**src/rtl/reorder_buffer.sv**
```systemverilog
// In-order retirement buffer. Entries are allocated at tail in program order, completed
// out of order by rsid writeback, and retired one per cycle from head once done.
module reorder_buffer #(
  parameter int unsigned DEPTH_LOG2 = 4,
  parameter int unsigned EXC_TYPE_W = 5
) (
  input  logic                  clk,
  input  logic                  rst,
  input  logic                  flush,
  // allocation from IDROB
  input  logic                  alloc_en,
  input  logic                  alloc_reg_write_en,
  input  logic [4:0]            alloc_reg_write_addr,
  input  logic [EXC_TYPE_W-1:0] alloc_exception_type,
  input  logic [31:0]           alloc_pc,
  output logic [DEPTH_LOG2-1:0] alloc_rsid,
  output logic                  full,
  output logic                  empty,
  // result writeback
  input  logic                  wb_en,
  input  logic [DEPTH_LOG2-1:0] wb_rsid,
  input  logic [31:0]           wb_data,
  // operand lookup
  input  logic [DEPTH_LOG2-1:0] read_rsid_1,
  input  logic [DEPTH_LOG2-1:0] read_rsid_2,
  output logic                  read_ready_1,
  output logic                  read_ready_2,
  output logic [31:0]           read_data_1,
  output logic [31:0]           read_data_2,
  // retirement
  input  logic                  commit_stall,
  output logic                  commit_en,
  output logic                  commit_reg_write_en,
  output logic [4:0]            commit_reg_write_addr,
  output logic [31:0]           commit_data,
  output logic [EXC_TYPE_W-1:0] commit_exception_type,
  output logic [31:0]           commit_pc
);

  localparam int unsigned Depth = 1 << DEPTH_LOG2;
  localparam logic [DEPTH_LOG2:0] FullCount = Depth[DEPTH_LOG2:0];

  logic [Depth-1:0]      valid_q, done_q;
  logic                  rw_en_q   [Depth];
  logic [4:0]            rw_addr_q [Depth];
  logic [EXC_TYPE_W-1:0] exc_q     [Depth];
  logic [31:0]           pc_q      [Depth];
  logic [31:0]           data_q    [Depth];

  logic [DEPTH_LOG2-1:0] head_q, head_d, tail_q, tail_d;
  logic [DEPTH_LOG2:0]   count_q, count_d;
  logic                  alloc_fire, wb_fire;

  assign full       = (count_q == FullCount);
  assign empty      = (count_q == '0);
  assign alloc_rsid = tail_q;
  // Full blocks allocation even if head retires this cycle; the slot frees next cycle.
  assign alloc_fire = alloc_en & ~full & ~flush;
  assign wb_fire    = wb_en & valid_q[wb_rsid] & ~flush;
  assign commit_en  = valid_q[head_q] & done_q[head_q] & ~commit_stall & ~flush;

  // Next-state for head/tail pointers and occupancy count.
  always_comb begin
    head_d  = head_q;
    tail_d  = tail_q;
    count_d = count_q;
    if (flush) begin
      head_d  = '0;
      tail_d  = '0;
      count_d = '0;
    end else begin
      if (alloc_fire) tail_d = tail_q + 1'b1;
      if (commit_en)  head_d = head_q + 1'b1;
      if (alloc_fire && !commit_en)      count_d = count_q + 1'b1;
      else if (!alloc_fire && commit_en) count_d = count_q - 1'b1;
    end
  end

  // Pointer and count registers.
  always_ff @(posedge clk or posedge rst) begin
    if (rst) begin
      head_q  <= '0;
      tail_q  <= '0;
      count_q <= '0;
    end else begin
      head_q  <= head_d;
      tail_q  <= tail_d;
      count_q <= count_d;
    end
  end

  // Per-entry valid/done flags; flush and reset discard every entry.
  always_ff @(posedge clk or posedge rst) begin
    if (rst) begin
      valid_q <= '0;
      done_q  <= '0;
    end else if (flush) begin
      valid_q <= '0;
    end else begin
      if (wb_fire)   done_q[wb_rsid] <= 1'b1;
      if (commit_en) valid_q[head_q] <= 1'b0;
      if (alloc_fire) begin
        valid_q[tail_q] <= 1'b1;
        // A decode fault has no result to wait for.
        done_q[tail_q]  <= (alloc_exception_type != '0);
      end
    end
  end

  // Entry payload; only observed through valid/done, so it needs no reset.
  always_ff @(posedge clk) begin
    if (alloc_fire) begin
      rw_en_q[tail_q]   <= alloc_reg_write_en;
      rw_addr_q[tail_q] <= alloc_reg_write_addr;
      exc_q[tail_q]     <= alloc_exception_type;
      pc_q[tail_q]      <= alloc_pc;
      data_q[tail_q]    <= '0;
    end
    if (wb_fire) data_q[wb_rsid] <= wb_data;
  end

  // Operand lookup with same-cycle writeback bypass; not-ready reads return zero.
  always_comb begin
    read_ready_1 = 1'b0;
    read_data_1  = '0;
    if (wb_en && wb_rsid == read_rsid_1 && valid_q[read_rsid_1]) begin
      read_ready_1 = 1'b1;
      read_data_1  = wb_data;
    end else if (valid_q[read_rsid_1] && done_q[read_rsid_1]) begin
      read_ready_1 = 1'b1;
      read_data_1  = data_q[read_rsid_1];
    end
  end

  // Second operand lookup port, same behaviour as the first.
  always_comb begin
    read_ready_2 = 1'b0;
    read_data_2  = '0;
    if (wb_en && wb_rsid == read_rsid_2 && valid_q[read_rsid_2]) begin
      read_ready_2 = 1'b1;
      read_data_2  = wb_data;
    end else if (valid_q[read_rsid_2] && done_q[read_rsid_2]) begin
      read_ready_2 = 1'b1;
      read_data_2  = data_q[read_rsid_2];
    end
  end

  // Commit outputs mirror the head entry only while it retires.
  always_comb begin
    commit_reg_write_en   = 1'b0;
    commit_reg_write_addr = '0;
    commit_data           = '0;
    commit_exception_type = '0;
    commit_pc             = '0;
    if (commit_en) begin
      commit_reg_write_en   = rw_en_q[head_q];
      commit_reg_write_addr = rw_addr_q[head_q];
      commit_data           = data_q[head_q];
      commit_exception_type = exc_q[head_q];
      commit_pc             = pc_q[head_q];
    end
  end

endmodule

```
**config.mk**
```make
export PLATFORM = sky130hd
export DESIGN_NAME = reorder_buffer
export DESIGN_NICKNAME = d
export VERILOG_FILES = /design/src/rtl/reorder_buffer.sv
export SDC_FILE = /design/constraint.sdc
export NUM_CORES = 2
export LEC_CHECK = 0
export CAP_MARGIN = 20
export CELL_PAD_IN_SITES_DETAIL_PLACEMENT = 1
export CELL_PAD_IN_SITES_GLOBAL_PLACEMENT = 1
export CORE_ASPECT_RATIO = 1.4
export CORE_MARGIN = 3
export CORE_UTILIZATION = 54
export DETAILED_ROUTE_END_ITERATION = 10
export GPL_TIMING_DRIVEN = 1
export PLACE_DENSITY_LB_ADDON = 0.12
export SYNTH_ARGS = -nofsm -noshare
export SYNTH_HDL_FRONTEND = slang
export SYNTH_SLANG_ARGS = --single-unit
```
**constraint.sdc**
```tcl
create_clock -name clk -period 5.3 [get_ports clk]
set_input_delay 1.06 -clock clk [delete_from_list [all_inputs] [get_ports clk]]
set_output_delay 1.06 -clock clk [all_outputs]
set_load 0.02 [all_outputs]
```
=== After elaboration in Yosys (flattened, before gate mapping) ===
Memories as Yosys holds them, arrays and structs flattened.
Index checks and enable logic that the tools add are counted.

* Order comparisons: 8
* Mux-type cells: 52
* Reduce and logical (&&, ||, !) cells: 18
* Equal/unequal tests: 3
* Bitwise gates (word level): 14
* Add/subtract/negate cells: 4

{| class="wikitable"
|+ Operators by type and width
! cell !! number
|-
| $mux W32 || 6
|-
| $mux W16 || 7
|-
| $or A16 B16 Y16 || 2
|-
| $bmux W1 S4 || 7
|-
| $lt A4 B5 Y1 const B || 5
|-
| $mux W5 || 5
|-
| $mux W1 || 19
|-
| $and A16 B16 Y16 || 1
|-
| $bwmux W16 || 1
|-
| $mux W4 || 4
|-
| $not A16 Y16 || 1
|-
| $demux W1 S4 || 3
|-
| $ge A4 B1 Y1 const B || 3
|-
| $logic_and A1 B1 Y1 || 11
|-
| $add A4 B1 Y4 const B || 2
|-
| $eq A4 B4 Y1 || 2
|-
| $and A1 B1 Y1 || 7
|-
| $add A5 B1 Y5 const B || 1
|-
| $eq A5 B5 Y1 const B || 1
|-
| $logic_not A5 Y1 || 1
|-
| $reduce_bool A5 Y1 || 1
|-
| $sub A5 B1 Y5 const B || 1
|-
| $reduce_bool A2 Y1 || 2
|-
| $not A1 Y1 || 3
|-
| other kinds (2) || 3
|}

* Memory bits (writable): 1200
* Output and inout port bits: 148
* Flip-flop bits (word level): 45
* Memories kept: 5

{| class="wikitable"
|+ Memories
! name !! depth !! width !! rd ports !! clocked after Yosys merged registers in !! wr ports !! line !! RTL
|-
| data_q || 16 || 32 || 3 || 0 || 2 || 48 || <nowiki>logic [31:0] data_q [Depth];</nowiki>
|-
| pc_q || 16 || 32 || 1 || 0 || 1 || 47 || <nowiki>logic [31:0] pc_q [Depth];</nowiki>
|-
| exc_q || 16 || 5 || 1 || 0 || 1 || 46 || <nowiki>logic [EXC_TYPE_W-1:0] exc_q [Depth];</nowiki>
|-
| rw_addr_q || 16 || 5 || 1 || 0 || 1 || 45 || <nowiki>logic [4:0] rw_addr_q [Depth];</nowiki>
|-
| rw_en_q || 16 || 1 || 1 || 0 || 1 || 44 || <nowiki>logic rw_en_q [Depth];</nowiki>
|}

=== Longest topological paths before layout ===
* Word-level depth: 11
* Depth in mapped cells: 14

=== Worst setup path after synthesis ===
OpenSTA, ideal clock, no wires.

* Path kind: input to register
* Start point: input wb_rsid[1]
* End point: memory data_q[10][0], enable pin
* Setup time: 0.466 ns
* Path slack: 0.536 ns
* Buffers on the path: 1
* Data arrival time: 4.298 ns
* Stages: 5
* Cells stage by stage: clkbuf_1 > mux4_2 > nand3b_1 > or2_0 > o21ai_0

{| class="wikitable"
|+ RTL lines
! what !! line !! RTL
|-
| start, declared || 21 || <nowiki>input logic [DEPTH_LOG2-1:0] wb_rsid,</nowiki>
|-
| end, declared || 48 ||
|}

=== Final worst setup path ===
* Start point: input wb_rsid[2]
* End point: output read_data_1[24]

* Longest elaborated chain between the ends: 4

{| class="wikitable"
|+ Ends and longest elaborated chain
! what !! line !! RTL
|-
| $eq A4 B4 Y1 || 126 || <nowiki>if (wb_en && wb_rsid == read_rsid_1 && valid_q[read_rsid_1]) begin</nowiki>
|-
| $logic_and A1 B1 Y1 (2 in series) || 126 ||
|-
| $mux W32 || 126 ||
|-
| end, declared || 28 || <nowiki>output logic [31:0] read_data_1,</nowiki>
|}

Every way passes these cells.

==> flow_summary.toml <==
[floorplan]
io_pins = 241
chipWidth_um = 289.8
die-area_sq_mm = 0.1169
coreArea_sq_mm = 0.1118
start_util = 0.5449
rows = 145
die_y_um = 403.4

[grt]
grt-ovfl-total = 0
grt_pass1_vias = 38456
grt_use_met2 = 0.5733
antenna_found_initial = 16
grtUsageTotal = 0.3242
grt_start_max_net_pins = 126
grt_use_met3 = 0.05242
grt_pass1_wl_mm = 272.4
grt-busiest-layer = "met2"
met1_usage = 0.3868

[synth]
ys_top_cells_by_area = "edfxtp_1, mux4_2, and2_1"
syn_area_sq_mm = 0.06090
synth-seq-cells = 1245
yosys-top-cells-count = "edfxtp_1, mux4_2, and2_1, clkbuf_1, nand2_1"
syn-instance-count = 3312
synth_edf_count = 1200
async_flop_share = 0.03614
synth_top_area_cell = "edfxtp_1"
synth_fp_nets = 3418
yosysUniqueCellTypes = 47
avgSynthCellArea_sq_um = 18.39
ys.warnings.count = 0
synth_top_area_frac = 0.5917
yosysMostFrequentCell = "edfxtp_1"
synth_ff_type = "edfxtp_1"
ys_seq_area_frac = 0.6102

[hold_path]
hold_class = "input port to asynchronous set/reset pin"

[setup_path]
setup.worst_path.start_class = "input port"
r2r_end = "count_q[4]"
r2r-start = "head_q[0]"
criticalPathCategory = "input port to output pin"
reg2regPathDepth = 12
reg2reg_slack_ns = 1.45
endpoint_kind = "output pin"
cp_data_required_time_ns = 4.24
crit_arrival_ns = 4.10
cp_max_fo = 32

[route]
drc_errors = 0
vias_per_cell = 6.847
vias = 34894
finalWirelength_mm = 187.3
routedWlPerCell_um = 36.76
drt_iter0_drc = 3440
firstDrtPassIters = 5
ant_nets = 0

[clock_tree]
max-clock-path-buffers = 3
cts-root-buf = "clkbuf_16"
cts_tree = "built"
htreeDepth = 3
hold_buffers = 0
clkTransAtPathRegs_ns = 0.07
clock-sinks = 1245
worstSkewPairLatency_ns = 0.76
numCtsBuffers = 117

[timing]
clock_skew_ns = 0.04395
setup-violations-final = 0
rsz0062_at_grt = "false"
worst_slew_pin_slew_ns = 1.034
fmax_mhz = 193.7
slew_violations = 0
tns_ns = 0
finalCritPeriodShare = 0.9739
slew-limit-headroom = 0.3088
layout_min_cycle_time_ns = 5.162
finalHoldViolations = 0

[place]
gp_congestion = 0.8373
port_buffers = 240
hpwl_mm = 109.2
dp_cells = 4860

[pwr]
comb_power_share = 0.097
p_seq_frac = 0.513
clockPowerShare = 0.390
pwr_density_cell_mw_per_mm2 = 309.7
ir_drop_v = 0.0003772
power_switching_mw = 5.094
p_leak_nw = 22.18
switching_share = 0.2368
p_int_mw = 16.42

[finish]
area_delta_synth_final_pct = 14.04
fin_cells = 5096
drive_above_1_share = 0.2991
fin_nets = 3617

[run_status]
outcome = "finished clean"

[job]
drv_cap = 0
==> through the flow <==
stage	power [mW]	cell area, sq um	setup WS (ns)	util	hold slack, ns
finish	21.51	69450	0.1383	0.6214	0.4892
global placement	13.25	65600	0.3328	0.5869	0.5340
global route	22.14	69440	0.02081	0.6213	0.4691
CTS	21.64	69400	0.05637	0.6210	0.5774
floorplan	12.57	60900	0.5364	-	0.5100
detailed placement	13.34	65600	0.1109	0.5869	0.5599
==> critical path, stage by stage <==
cell and delay (ns):
clkdlybuf4s50_1 0.55, xor2_1 0.23, nor4_1 0.43, and2_2 0.84, nand2_1 0.13, o21ai_1 0.13, clkdlybuf4s50_1 0.63
==> worst max path at each step <==
stage,slack [ns],start,to,cells past startpoint
final,0.14,wb_rsid[2],read_data_1[24],7
after floorplan,0.54,wb_rsid[1],data_q[10][0],5
after global routing,0.02,wb_rsid[2],read_data_1[27],7
after global placement,0.33,wb_rsid[2],read_data_1[23],7
after CTS,0.06,head_q[0],commit_data[25],8
after detailed placement,0.11,wb_rsid[2],read_data_2[13],7
==> flip-flops by register name, summed over array words and instances, names as in the netlist <==
register	cells
alloc_rsid	4
count_q	5
data_q	512
done_q	16
exc_q	80
head_q	4
pc_q	512
rw_addr_q	80
rw_en_q	16
valid_q	16
==> layout by cell type, fill, tap and decap left out, types with 5 or more instances in the layout <==
cell             count
inv_1               71
xnor2_1              6
clkdlybuf4s50_1    228
inv_2               17
mux2i_1             12
bufinv_16            8
ha_1                12
buf_4               76
o21ai_1             61
o21ai_0             42
clkinv_2            18
nand2_1            108
clkbuf_1            29
nor2b_1             83
and2_1             514
nor2_1              18
mux4_2             723
edfxtp_1          1200
clkinv_16            5
clkinv_4             6
clkbuf_16          117
dfrtp_1             42
diode_2             12
clkinv_1            27
a21oi_1             19
buf_12              46
o21ai_4             17
clkinvlp_4           7
nand3_1              7
nor2_4              16
xor2_1              10
==> layout make-up <==
class | instances | area [sq um]
Inverter | 89 | 339.1
Fill cell | 9465 | 42310
Tap cell | 1470 | 1839
Multi-Input combinational cell | 1701 | 22430
Clock inverter | 74 | 724.4
Sequential cell | 1245 | 37170
Clock buffer | 148 | 3064
Timing Repair Buffer | 357 | 3851
Antenna cell | 12 | 30.03
==> cell families after synthesis <==
kind of cell             share of synthesized area
adder cells (fa/ha/maj)                   0.002794
flip-flops                                  0.6102
AND/OR/NAND/NOR                            0.07398
XOR/XNOR                                  0.002568
multiplexers                                0.2699
AO/OA/AOI/OAI                              0.01395
buffers and inverters                      0.02661
==> metal layers <==
metal | part of all wire | wire length (um) | vias to the layer above
met5 | 0.00023 | 43 | -
met4 | 0.053 | 9896 | 6
met3 | 0.074 | 13790 | 520
met2 | 0.53 | 99520 | 1840
met1 | 0.34 | 64100 | 18760
li1 | - | - | 13768
==> power groups by stage <==
stage	Combinational, mW	Clock [mW]	Sequential, mW
finish	2.10	8.38	11.0
global route	2.22	8.88	11.0
CTS	2.12	8.49	11.0
detailed placement	2.09	0	11.2
floorplan	1.37	0	11.2
global placement	2.03	0	11.2
==> what timing repair did <==
item | in CTS | in global routing
hold endpoints to repair | 0 | 0
endpoints found under the setup margin | 10 | 27
setup buffers | 1 | 0
gates resized for setup | 0 | 1
pin swaps | 0 | 0
No activity file was read; power rests on OpenSTA's default activity.
